==> src/rtl/seq_detector_param.sv <==
`default_nettype none
// ============================================================================
// Module      : seq_detector_param
// Description : Runtime-programmable serial sequence detector with a
//               registered (Moore) match flag and a saturating match counter.
//               Overlapping or non-overlapping detection chosen at elaboration.
// Revision    : 1.0 - initial release
// ============================================================================
module seq_detector_param #(
    parameter int unsigned      PAT_W   = 4,        // legal range 2..32
    parameter logic [PAT_W-1:0] PATTERN = 4'b1011,  // MSB is the oldest bit
    parameter bit               OVERLAP = 1'b1,
    parameter int unsigned      CNT_W   = 8
) (
    input  logic             clk,
    input  logic             rst,
    input  logic             x,
    input  logic             en,
    input  logic             pat_load,
    input  logic [PAT_W-1:0] pat_in,
    input  logic             cnt_clr,
    output logic             y,
    output logic [CNT_W-1:0] match_count,
    output logic [PAT_W-1:0] pattern
);

    // fill counts 0..PAT_W, so it needs one value beyond PAT_W-1
    localparam int unsigned      c_FILL_W  = $clog2(PAT_W + 1);
    localparam logic [c_FILL_W-1:0] c_FILL_FULL = c_FILL_W'(PAT_W);
    localparam logic [CNT_W-1:0] c_CNT_MAX = {CNT_W{1'b1}};

    logic [PAT_W-1:0]    r_pat;
    logic [PAT_W-1:0]    r_hist;
    logic [c_FILL_W-1:0] r_fill;
    logic                r_y;
    logic [CNT_W-1:0]    r_cnt;

    logic [PAT_W-1:0]    w_hist_n;
    logic [c_FILL_W-1:0] w_fill_n;
    logic                w_match;

    // Next history/fill for an accepted sample, and the match decision.
    // A pattern load on the same edge discards the sample, so it can never match.
    always_comb begin
        w_hist_n = {r_hist[PAT_W-2:0], x};
        w_fill_n = (r_fill == c_FILL_FULL) ? r_fill : r_fill + c_FILL_W'(1);
        w_match  = en && !pat_load && (w_fill_n == c_FILL_FULL) && (w_hist_n == r_pat);
    end

    // Pattern, history, fill level and match flag; load takes priority over sampling
    always_ff @(posedge clk) begin
        if (rst) begin
            r_pat  <= PATTERN;
            r_hist <= '0;
            r_fill <= '0;
            r_y    <= 1'b0;
        end else if (pat_load) begin
            r_pat  <= pat_in;
            r_hist <= '0;
            r_fill <= '0;
            r_y    <= 1'b0;
        end else if (en) begin
            r_hist <= w_hist_n;
            r_y    <= w_match;
            // Non-overlapping mode forgets history so the next match needs PAT_W new bits
            r_fill <= (w_match && !OVERLAP) ? '0 : w_fill_n;
        end
    end

    // Saturating match counter; clear beats a coincident increment
    always_ff @(posedge clk) begin
        if (rst || cnt_clr) begin
            r_cnt <= '0;
        end else if (w_match && (r_cnt != c_CNT_MAX)) begin
            r_cnt <= r_cnt + CNT_W'(1);
        end
    end

    assign y           = r_y;
    assign match_count = r_cnt;
    assign pattern     = r_pat;

endmodule
`default_nettype wire
==> config.mk <==
export PLATFORM = sky130hd
export DESIGN_NAME = seq_detector_param
export DESIGN_NICKNAME = d
export VERILOG_FILES = /design/src/rtl/seq_detector_param.sv
export SDC_FILE = /design/constraint.sdc
export NUM_CORES = 1
export LEC_CHECK = 0
export ABC_CLOCK_PERIOD_IN_PS = 2900
export CORE_ASPECT_RATIO = 0.75
export CORE_MARGIN = 2
export CORE_UTILIZATION = 48
export CTS_CLUSTER_DIAMETER = 40
export DETAILED_ROUTE_END_ITERATION = 6
export GPL_ROUTABILITY_DRIVEN = 1
export GPL_TIMING_DRIVEN = 0
export PLACE_DENSITY = 0.73
export SETUP_SLACK_MARGIN = 0.1
export SYNTH_ARGS = -nofsm -noshare
export SYNTH_HDL_FRONTEND = slang
export SYNTH_SLANG_ARGS = --single-unit
==> constraint.sdc <==
create_clock -name clk -period 2.9 [get_ports clk]
set_clock_uncertainty 0.05 [all_clocks]
set_input_delay 0.58 -clock clk [delete_from_list [all_inputs] [get_ports clk]]
set_output_delay 0.58 -clock clk [all_outputs]
set_load 0.01 [all_outputs]
==> metrics.yaml <==
die:
  row_count: 14
  fp.dieH_um: 43.1
  start_util_pct: 49.8
  dieArea_sq_um: 2420
  die_w_um: 56.1
  core_sq_um: 1960
  ios: 23
global_routing:
  grt_pass1_wl_um: 3640
  grt_max_degree: 11
  grt_overflow_total: 0
  grt_pass1_vias: 807
  groute.usage.overall_pct: 20.3
  antenna_found_initial: 0
timing:
  max_slew_margin_pct: 55.1
  finalSetupViolations: 0
  drv_slew: 0
  finalSetupTns_ps: 0
  rsz0062_at_grt: "false"
  min_period_ps: 2210
  timing.hold.ws_ps: 445
  fin_ws_ps: 687
  post-route-period-util_pct: 76.3
  clock.fmax_ghz: 0.452
  tightest_slew_ps: 672
  hold_viol_final: 0
cts:
  hold_buffers: 0
  cts_tree: "built"
  h-tree-depth: 1
  postCtsSetupRepairBufs: 0
  clock_path_buffers: 2
  post_cts_resized: 0
  clk_latency_ps: 300
  numClockSinks: 19
  cts_root_buffer: "clkbuf_4"
  clk_pin_slew_ps: 100
  cts_buffers: 3
synth:
  yosysTopAreaCell: "dfxtp_1"
  synth_edf_count: 0
  async_flop_share_pct: 0
  yosysUniqueCellTypes: 35
  synthTopCellsByCount: "19 x dfxtp_1, 8 x nand2_1, 8 x nand3_1, 8 x nor2_1, 7 x mux2i_1"
  synth.avg_cell_area_sq_um: 9.13
  yosys-top-cells-area: "dfxtp_1 39%, mux2i_1 7.2%, nand3_1 4.1%"
  ys_seq_area_share_pct: 38.9
  ys_ff_latch: 19
  synth_nets: 120
  yosysWarnings: 0
  netlist_area_sq_um: 977
  yosysMostFrequentCell: "dfxtp_1"
  syn_inst: 107
  synthFlopType: "dfxtp_1"
  synth_top_area_share_pct: 38.9
drt:
  dr_total_vias: 856
  drtPass1Iterations: 4
  ant_nets: 0
  totalWireLength_um: 2160
  vias_per_cell: 5.52
  first_iter_violations: 20
  drc: 0
  wire_per_inst_um: 13.9
critical_path:
  cp.arrival_ps: 2350
  cp_cell_sequence: "inv_1 -> ha_1 -> nor2b_1 -> mux2i_1 -> or4_4 -> buf_6 -> o311ai_1 -> o41ai_1"
  slowest_stage: "or4_4"
  cp-start-kind: "flop"
  worstPathRequired_ps: 3030
  slowest_delay_ps: 500
  cp.buffers_inverters: 2
  critPathKind: "flop to flop"
  setup.worst_path.end_class: "flop"
  cp_max_fo: 10
  cp_top_family: "simple AND/OR/NAND/NOR gates"
layout:
  final_cell_area_sq_um: 1230
  final_cells: 155
  final_util_pct: 62.9
  syn_to_final_growth_pct: 26.2
  diodes: 0
  drive_above_1_share_pct: 9.92
  fin_nets: 145
power:
  vdd_drop_max_v: 0.000383
  power_density_nw_per_um2: 376
  power.leakage_nw: 0.438
  power.total_mw: 0.463
placed_design:
  dpl_worst_slack_ps: 438
  place_inst: 151
  place_area_sq_um: 1210
  portBuffers: 20
  place_congestion: 0.830
  post-dp-hpwl_um: 1660
outcome:
  status: "completed"
run:
  maxCapViolCount: 0
min_path:
  hold_path_class: "flop to flop"
[sequential cells by signal (all words and copies together) (netlist names)]
name,count
y,1
r_fill,3
match_count,8
r_hist,3
pattern,4
[path summary, 6_finish.rpt]
kind / depth (start not counted) / from / end / slack [ps]
worst max-delay path: 8 / r_fill[0]$_SDFFE_PP0P_ / match_count[5]$_SDFFE_PP0P_ / 690
worst min-delay path: 2 / y$_SDFFE_PP0P_ / y$_SDFFE_PP0P_ / 440
worst max register to register: 8 / r_fill[0]$_SDFFE_PP0P_ / match_count[5]$_SDFFE_PP0P_ / 690
worst min register to register: 2 / y$_SDFFE_PP0P_ / y$_SDFFE_PP0P_ / 440
[cell usage in the layout (no fill, tap or decap), drive strengths merged, types with 3 or more instances in the layout]
cell / count
xnor2: 5
dfxtp: 19
inv: 4
a21oi: 4
nor2: 8
nand3: 8
mux2i: 7
buf: 3
nand2: 8
o21ai: 3
o41ai: 3
clkbuf: 6
nand2b: 3
a211o: 3
or3: 4
clkdlybuf4s50: 20
nor2b: 4
ha: 3
[routing by layer]
metal  global-route usage [%]  vias to the layer above  share of wire (%)
met5                        0                        -                  0
met4                     9.52                        0                1.7
met3                     6.71                        4                5.5
met2                     32.5                       21                 48
met1                     24.8                      401                 45
li1                         -                      430                  -
[worst reg2reg max path, cell delays in order (launching register included)]
cell	delay, ps
dfxtp_1	400
inv_1	90
ha_1	320
nor2b_1	110
mux2i_1	90
or4_4	500
buf_6	160
o311ai_1	260
o41ai_1	110
[power by group]
part	total, mW	internal [mW]	switching (mW)
clock network	0.136	0.0536	0.0828
registers	0.272	0.266	0.00566
logic	0.0551	0.0318	0.0234
total	0.463	0.352	0.112
[cell type report]
cell class / instances / area [sq um]
timing repair buffer: 20 / 200
multi-input combinational: 79 / 551
sequential: 19 / 380
buffer: 5 / 31.3
clock buffer: 4 / 26.3
inverter: 4 / 15.0
tap: 24 / 30.0
fill: 175 / 728
[cells by family after synthesis]
group           share of synthesized area, %
fa+ha+maj                               3.84
mux                                     7.17
simple gates                            23.8
compound gates                          16.3
buf+inv                                 4.74
xor+xnor                                5.25
flops                                   38.9
Power figures use the tool's default switching activity.
